`config.mk`:
```
export PLATFORM = sky130hd
export DESIGN_NAME = regfile_writeback_arbiter
export DESIGN_NICKNAME = d
export VERILOG_FILES = /design/src/rtl/regfile_writeback_arbiter.sv
export SDC_FILE = /design/constraint.sdc
export NUM_CORES = 1
export LEC_CHECK = 0
export ABC_AREA = 1
export BUFFER_PORTS_ARGS = -buffer_cell sky130_fd_sc_hd__buf_4
export CORE_UTILIZATION = 30
export CTS_CLUSTER_SIZE = 14
export DETAILED_ROUTE_END_ITERATION = 6
export PLACE_DENSITY = 0.52
export SLEW_MARGIN = 20
export SYNTH_ARGS = -nofsm -noshare
export SYNTH_HDL_FRONTEND = slang
export SYNTH_SLANG_ARGS = --single-unit
export TNS_END_PERCENT = 30
```
`constraint.sdc`:
```
create_clock -name clk -period 3.8 [get_ports clk]
set_input_delay 0 -clock clk [delete_from_list [all_inputs] [get_ports clk]]
set_output_delay 0 -clock clk [all_outputs]
set_load 0.05 [all_outputs]
```
`src/rtl/regfile_writeback_arbiter.sv`:
```
// Write-back arbiter for the 32x32 register bank: per-source in-order FIFOs for ALU and LSU
// results, round-robin retired onto the bank's single registered write port.

module regfile_wb_fifo #(
  parameter int DEPTH      = 2,
  parameter int DATA_WIDTH = 32,
  parameter int ADDR_WIDTH = 5
) (
  input  logic                  clk,
  input  logic                  rst_n,
  input  logic                  push,
  input  logic [ADDR_WIDTH-1:0] push_addr,
  input  logic [DATA_WIDTH-1:0] push_data,
  input  logic                  pop,
  output logic                  ready,
  output logic                  not_empty,
  output logic [ADDR_WIDTH-1:0] head_addr,
  output logic [DATA_WIDTH-1:0] head_data
);
  localparam int PW = $clog2(DEPTH);
  localparam int CW = PW + 1;

  logic [ADDR_WIDTH-1:0] addr_mem [DEPTH];
  logic [DATA_WIDTH-1:0] data_mem [DEPTH];
  logic [PW-1:0]         wr_ptr;
  logic [PW-1:0]         rd_ptr;
  logic [CW-1:0]         count;

  // NOTE: storage is deliberately not reset; count alone defines which entries are live.
  always_ff @(posedge clk) begin
    if (push) begin
      addr_mem[wr_ptr] <= push_addr;
      data_mem[wr_ptr] <= push_data;
    end
  end

  // NOTE: sequential state uses <= so every register sees the pre-edge values of the others.
  always_ff @(posedge clk) begin
    if (!rst_n) begin
      wr_ptr <= '0;
      rd_ptr <= '0;
      count  <= '0;
    end else begin
      if (push) wr_ptr <= wr_ptr + 1'b1;
      if (pop)  rd_ptr <= rd_ptr + 1'b1;
      case ({push, pop})
        2'b10:   count <= count + 1'b1;
        2'b01:   count <= count - 1'b1;
        default: count <= count;
      endcase
    end
  end

  // Ready depends only on registered occupancy, never on a same-cycle pop.
  assign ready     = (count < CW'(DEPTH));
  assign not_empty = (count != '0);
  assign head_addr = addr_mem[rd_ptr];
  assign head_data = data_mem[rd_ptr];
endmodule

module regfile_writeback_arbiter #(
  parameter int DEPTH      = 2,
  parameter int DATA_WIDTH = 32,
  parameter int ADDR_WIDTH = 5
) (
  input  logic                  clk,
  input  logic                  rst_n,
  input  logic                  alu_valid,
  output logic                  alu_ready,
  input  logic [ADDR_WIDTH-1:0] alu_addr,
  input  logic [DATA_WIDTH-1:0] alu_data,
  input  logic                  lsu_valid,
  output logic                  lsu_ready,
  input  logic [ADDR_WIDTH-1:0] lsu_addr,
  input  logic [DATA_WIDTH-1:0] lsu_data,
  output logic                  write_enable,
  output logic [ADDR_WIDTH-1:0] write_address,
  output logic [DATA_WIDTH-1:0] write_data,
  output logic                  pending
);
  typedef enum logic {SRC_ALU = 1'b0, SRC_LSU = 1'b1} src_e;

  src_e                  rr_ptr, rr_next;
  logic                  alu_push, lsu_push;
  logic                  grant_alu, grant_lsu;
  logic                  alu_ne, lsu_ne;
  logic [ADDR_WIDTH-1:0] alu_head_addr, lsu_head_addr;
  logic [DATA_WIDTH-1:0] alu_head_data, lsu_head_data;

  // x0 writes complete the handshake but are never enqueued.
  assign alu_push = alu_valid && alu_ready && (alu_addr != '0);
  assign lsu_push = lsu_valid && lsu_ready && (lsu_addr != '0);

  regfile_wb_fifo #(.DEPTH(DEPTH), .DATA_WIDTH(DATA_WIDTH), .ADDR_WIDTH(ADDR_WIDTH)) u_alu_fifo (
    .clk       (clk),
    .rst_n     (rst_n),
    .push      (alu_push),
    .push_addr (alu_addr),
    .push_data (alu_data),
    .pop       (grant_alu),
    .ready     (alu_ready),
    .not_empty (alu_ne),
    .head_addr (alu_head_addr),
    .head_data (alu_head_data)
  );

  regfile_wb_fifo #(.DEPTH(DEPTH), .DATA_WIDTH(DATA_WIDTH), .ADDR_WIDTH(ADDR_WIDTH)) u_lsu_fifo (
    .clk       (clk),
    .rst_n     (rst_n),
    .push      (lsu_push),
    .push_addr (lsu_addr),
    .push_data (lsu_data),
    .pop       (grant_lsu),
    .ready     (lsu_ready),
    .not_empty (lsu_ne),
    .head_addr (lsu_head_addr),
    .head_data (lsu_head_data)
  );

  // NOTE: every output of this block gets a default first, so no path can infer a latch.
  always_comb begin
    grant_alu = 1'b0;
    grant_lsu = 1'b0;
    rr_next   = rr_ptr;
    if (alu_ne && lsu_ne) begin
      grant_alu = (rr_ptr == SRC_ALU);
      grant_lsu = (rr_ptr == SRC_LSU);
      rr_next   = (rr_ptr == SRC_ALU) ? SRC_LSU : SRC_ALU;
    end else if (alu_ne) begin
      grant_alu = 1'b1;
    end else if (lsu_ne) begin
      grant_lsu = 1'b1;
    end
  end

  always_ff @(posedge clk) begin
    if (!rst_n) begin
      rr_ptr        <= SRC_ALU;
      write_enable  <= 1'b0;
      write_address <= '0;
      write_data    <= '0;
    end else begin
      rr_ptr       <= rr_next;
      write_enable <= grant_alu || grant_lsu;
      if (grant_alu) begin
        write_address <= alu_head_addr;
        write_data    <= alu_head_data;
      end else if (grant_lsu) begin
        write_address <= lsu_head_addr;
        write_data    <= lsu_head_data;
      end
    end
  end

  assign pending = alu_ne || lsu_ne || write_enable;
endmodule

```
==> results of run 1 <==
[worst max-delay path, cell delays in order, from the launching register on]
cell and delay, ns:
dfxtp_1 0.42, nor2_4 0.16, buf_4 0.26, o21ai_2 0.69
inv_2 0.10, ha_1 0.31, inv_1 0.05, nand2_1 0.08
nor2_1 0.04, o21ai_0 0.14, nor2_1 0.05
[logic make-up (layout without fill, tap and decap cells)]
kind of cell	after synthesis	after routing	share of synthesized area (%)
DFF	197	197	69.0
AOI/OAI and AO/OA	68	68	4.61
buffers and inverters	134	328	6.74
and+or+nand+nor	344	344	19.4
adders and majority gates	2	2	0.318
[synthesized netlist by cell type]
cell	n
o21ai_1	1
buf_1	5
or2_2	10
clkbuf_1	19
o21ai_2	2
or2_1	6
ha_1	2
clkinv_1	1
edfxtp_1	148
a21oi_4	1
nor2_1	22
nand4_1	37
o21ai_0	58
nand3b_1	3
inv_1	89
nor3_1	2
buf_2	13
nand3_1	61
buf_4	3
a21oi_2	1
nor2_4	1
a21oi_1	5
inv_2	4
dfxtp_1	49
nand2_1	201
nor2_2	1
[flip-flops by register name (all words and copies together) (netlist names), named ones only]
| name | count |
|---|---|
| u_alu_fifo.rd_ptr | 1 |
| u_lsu_fifo.data_mem | 64 |
| u_alu_fifo.data_mem | 64 |
| rr_ptr | 1 |
| u_lsu_fifo.rd_ptr | 1 |
| write_enable | 1 |
| u_lsu_fifo.count | 2 |
| u_lsu_fifo.wr_ptr | 1 |
| u_alu_fifo.count | 2 |
| write_address | 5 |
| write_data | 32 |
| u_lsu_fifo.addr_mem | 10 |
| u_alu_fifo.wr_ptr | 1 |
| u_alu_fifo.addr_mem | 10 |
[layout make-up]
class                   instances  area (µm²)
fillers                      2428       15000
inverters                      94         353
clock buffers                  18         429
flip-flops and latches        197        5430
repair buffers                203        1750
well taps                     330         413
clock inverters                13         155
multi-input cells             414        1930
[report_power, final]
group	switching, mW	internal (mW)
combinational	1.93	0.846
sequential	0.266	2.75
clock	0.797	1.03
total	2.99	4.63
[per-layer routing]
metal	track usage, %	vias up	routed length, µm
li1	-	2849	-
met1	18.1	2692	8280
met2	26.3	142	9610
met3	3.03	13	869
met4	4.71	0	218
met5	0	-	0
[layout by cell type, fill, tap and decap left out, types with 10 or more instances in the layout]
| master | count |
|---|---|
| clkbuf_16 | 17 |
| nor2_1 | 20 |
| inv_1 | 89 |
| or2_2 | 10 |
| edfxtp_1 | 148 |
| nand4_1 | 37 |
| nand3_1 | 61 |
| buf_4 | 126 |
| dfxtp_1 | 48 |
| dlygate4sd3_1 | 75 |
| o21ai_0 | 58 |
| nand2_1 | 201 |
[repair_timing]
item | in CTS | in global routing
buffers inserted | 0 | 0
hold buffers | 75 | 0
hold endpoints to repair | 149 | 0
[worst paths after layout]
path	slack, ns	to	startpoint	cells after the start
max	1.40	u_lsu_fifo.count[1]	u_alu_fifo.count[0]	10
min	0.05	u_alu_fifo.wr_ptr	alu_valid	5
max reg2reg	1.40	u_lsu_fifo.count[1]	u_alu_fifo.count[0]	10
min reg2reg	0.49	write_data[10]	write_data[10]	2
==> results.toml, run 1 <==
[status]
outcome = "finished clean"

[placed_design]
numPlacedInstances = 1163
gp_congestion = 0.773
preCtsSetupSlack_ns = 1.37
post_dp_cell_area_um2 = 9130
place_hpwl_um = 12800
portBuffers = 118

[sta]
final-hold-violation-count = 0
period_needed_ns = 2.40
drv_slew = 0
rsz0062_at_grt = "no"
max_freq_mhz = 417
whs_ns = 0.0468
fin_ws_ns = 1.40
fin_setup_tns_ns = 0
relSlewSlack_pct = 37.7
timing.final.crit_share_pct = 63.1
finalSetupViolCount = 0
fin_skew_ns = 0.0162
worst_slew_pin_slew_ns = 0.935

[global_route]
antenna_found_initial = 0
grt_pass1_vias = 5645
grt_max_degree = 68
grt_first_pass_wirelength_um = 29700
grt_overflow_total = 0
grt.total_usage_pct = 14.9

[pwr]
power.density_nw_per_um2 = 729
power.leakage_nw = 4.45
fin_total_pwr_mw = 7.62
irDropWorstVdd_mv = 0.433

[routing]
wl_um = 19000
drt_iter0_drc = 307
viasPerCell = 4.49
vias = 5696
wl_per_cell_um = 15.0
first_pass_iters = 4
drc = 0
ant_nets = 0

[cts]
clk_path_buf_depth = 2
clkSlewWorstSetupHoldPaths_ns = 0.07
htreeDepth = 4
cts_inserted_buffers = 17
clkSinkCount = 197
cts_root_buffer = "clkbuf_16"
cts_resized = 0
worstSkewPairLatency_ns = 0.43
cts_tree = "done"

[die]
die_area_um2 = 26900
die_w_um = 164
core-area_um2 = 25500
row_count = 58
io_pins = 119
die_y_um = 164
start_util_pct = 30.9

[logic_synthesis]
ys_seq_area_share_pct = 69.0
netlist_instances = 745
synth_fp_nets = 825
ys_warn_count = 0
yosys.area.top_type = "edfxtp_1"
yosysTopAreaCellShare_pct = 56.5
synthesis.area_um2 = 7870
syn-mean-instance-area_um2 = 10.6
ys_ff_latch = 197
synth_area_leaders = "edfxtp_1 (56%), dfxtp_1 (12%), nand2_1 (9.6%)"
synth_cell_types = 26

[hold_path]
hp-class = "primary input to flip-flop"

[worst_setup_path]
path_max_fanout = 23
worstSetupPathType = "flip-flop to flip-flop"
cp_data_required_time_ns = 4.13
end_kind = "flip-flop"
cp-start-kind = "flip-flop"
arrival_ns = 2.72

[cells_and_area]
utilization_pct = 41.1
fin_cells = 1269
fin_nets = 1007
fin_area_um2 = 10500
drive_above_1_share_pct = 19.0
num_antenna_cells = 0
areaGrowthSynthToFinish_pct = 33.0

[run]
max_cap_violations = 0
Note: power is estimated with default switching activity, not from simulation.
==> run 2, diff against run 1 <==
Settings changed: ABC_AREA 1 to 0, PLACE_DENSITY 0.52 to 0.54.
Clock period 3.8 ns to 2.18 ns, I/O delays scaled along.
==> results.toml, run 2 <==
[placed_design]
place_hpwl_um = 11600
numPlacedInstances = 882
portBuffers = 118
preCtsSetupSlack_ns = 0.165
gp_congestion = 0.869

[logic_synthesis]
synth_common_cells = "edfxtp_1 (148), mux2i_1 (74), dfxtp_1 (49), nand2_1 (33), a32o_1 (29)"
ys.flop_type = "edfxtp_1"
synth_top_family_by_area = "multiplexers"
syn-mean-instance-area_um2 = 16.2
synth_area_leaders = "edfxtp_1 (60%), dfxtp_1 (13%), mux2i_1 (10%)"
synthArstFlopShare_pct = 0
synth_fa_ha_area_share_pct = 0.336
synthesis.area_um2 = 7440
yosysMostFrequentCell = "edfxtp_1"
ys_ff_latch = 197
netlist_instances = 458
synth_simple_gate_area_share_pct = 5.30
synth_xor_area_share_pct = 0.824
yosysTopAreaCellShare_pct = 59.7
ys_warn_count = 0
synth_compound_area_share_pct = 7.79
synth_edf_count = 148
synth.mux.area_fraction_pct = 9.96
ys_seq_area_share_pct = 72.9
yosys.area.top_type = "edfxtp_1"
synth_fp_nets = 538
synth_cell_types = 32

[cells_and_area]
fin_cells = 994
areaGrowthSynthToFinish_pct = 36.1
utilization_pct = 41.6
drive_above_1_share_pct = 30.7
layout_common_cells = "edfxtp_1 (148), buf_4 (126), dlygate4sd3_1 (75), mux2i_1 (74), dfxtp_1 (47)"
final_common_cell = "edfxtp_1"
reg_top3 = "u_alu_fifo.data_mem (64), u_lsu_fifo.data_mem (64), write_data (32)"
fin_nets = 737
num_antenna_cells = 0

[cts]
cts_inserted_buffers = 17
worstSkewPairLatency_ns = 0.43
cts_root_buffer = "clkbuf_16"
htreeDepth = 4
clkSinkCount = 197
cts_tree = "done"
clkSlewWorstSetupHoldPaths_ns = 0.07
clk_path_buf_depth = 2

[worst_setup_path]
rr_startpoint = "u_lsu_fifo.count[0]"
cp_data_required_time_ns = 2.53
reg2reg_depth = 6
end_kind = "flip-flop"
arrival_ns = 2.44
critPathLaunch = "lsu_addr[0]"
worstSetupPathType = "primary input to flip-flop"
cp-start-kind = "primary input"
path_max_fanout = 4

[die]
io_pins = 119
die_y_um = 159
row_count = 57
die_area_um2 = 25400
start_util_pct = 30.6
core-area_um2 = 24300
die_w_um = 159

[routing]
drt_iter0_drc = 284
viasPerCell = 4.48
ant_nets = 0
vias = 4457
first_pass_iters = 4
drc = 0
wl_um = 16900
wl_per_cell_um = 17.0

[status]
outcome = "finished clean"

[hold_path]
hp-class = "primary input to flip-flop"
holdCritStartpoint = "alu_valid"
holdPathStages = 4

[sta]
timing.final.crit_share_pct = 95.8
worst_slew_pin_slew_ns = 0.545
fin_skew_ns = 0.0125
finalSetupViolCount = 0
rsz0062_at_grt = "no"
drv_slew = 0
period_needed_ns = 2.09
fin_ws_ns = 0.0908
final-hold-violation-count = 0
relSlewSlack_pct = 63.7
max_freq_mhz = 479

[global_route]
grt_max_degree = 39
antenna_found_initial = 0
grt_overflow_total = 0
grt_first_pass_wirelength_um = 25600
grt.total_usage_pct = 13.6
grt_pass1_vias = 4802

[pwr]
power.density_nw_per_um2 = 1240
irDropWorstVdd_mv = 0.694
power.leakage_nw = 3.72

[run]
max_cap_violations = 0
[run 2: critical path, stage by stage]
cell	delay, ns
dlygate4sd3_1	0.54
buf_4	0.14
or4_1	0.58
o211ai_2	0.34
ha_1	0.32
or3_1	0.37
a21boi_0	0.15
[run 2: what timing repair did]
item / 4_1_cts / 5_1_grt
buffers inserted: 0 / 2
hold buffers: 75 / 0
setup endpoints to repair: 0 / 1
gates resized for setup: 0 / 1
hold endpoints to repair: 153 / 0
[run 2: path summary, 6_finish.rpt]
| path | slack, ns | to |
|---|---|---|
| setup reg to reg | 0.30 | u_alu_fifo.count[1] |
| setup / recovery | 0.09 | u_lsu_fifo.count[1] |
| hold / removal | 0.03 | u_alu_fifo.wr_ptr |
| hold reg to reg | 0.47 | write_data[27] |
[run 2: layout make-up]
cell class | instances | area [µm²]
Inverter | 6 | 27.5
Clock buffer | 19 | 453
Sequential cell | 197 | 5430
Timing Repair Buffer | 207 | 1820
Tap cell | 324 | 405
Clock inverter | 13 | 158
Multi-Input combinational cell | 228 | 1840
Fill cell | 2186 | 14200
[run 2: cells by family (layout without fill, tap and decap cells)]
kind of cell / after synthesis / after routing
flops: 197 / 197
simple gates: 76 / 76
mux: 74 / 74
compound gates: 69 / 69
buf+inv: 33 / 245
xor+xnor: 7 / 7
fa+ha+maj: 2 / 2
[run 2: through the flow]
stage          TNS [ns]  hold slack [ns]  power, mW  instance area, µm²
6_report              0           0.0323       12.6               10100
5_1_grt               0           0.0427       13.2               10100
4_1_cts               0           0.0852       12.7               10000
3_5_place_dp          0            0.188       9.36                8680
3_3_place_gp          0            0.186       9.26                8680
2_1_floorplan    -16.02           0.0989       8.17                7450
[run 2: layer usage]
metal,wire (µm),part of all wire (%),GRT usage (%),vias to the layer above
met5,0,0,0,-
met4,163,0.96,4.33,0
met3,963,5.7,4.45,13
met2,8700,51,24.0,118
met1,7070,42,15.5,2174
li1,-,-,-,2152
[run 2: power breakdown]
group	total [mW]	switching [mW]	internal, mW
registers	5.05	0.288	4.76
clock network	3.23	1.43	1.79
logic	4.30	2.63	1.67
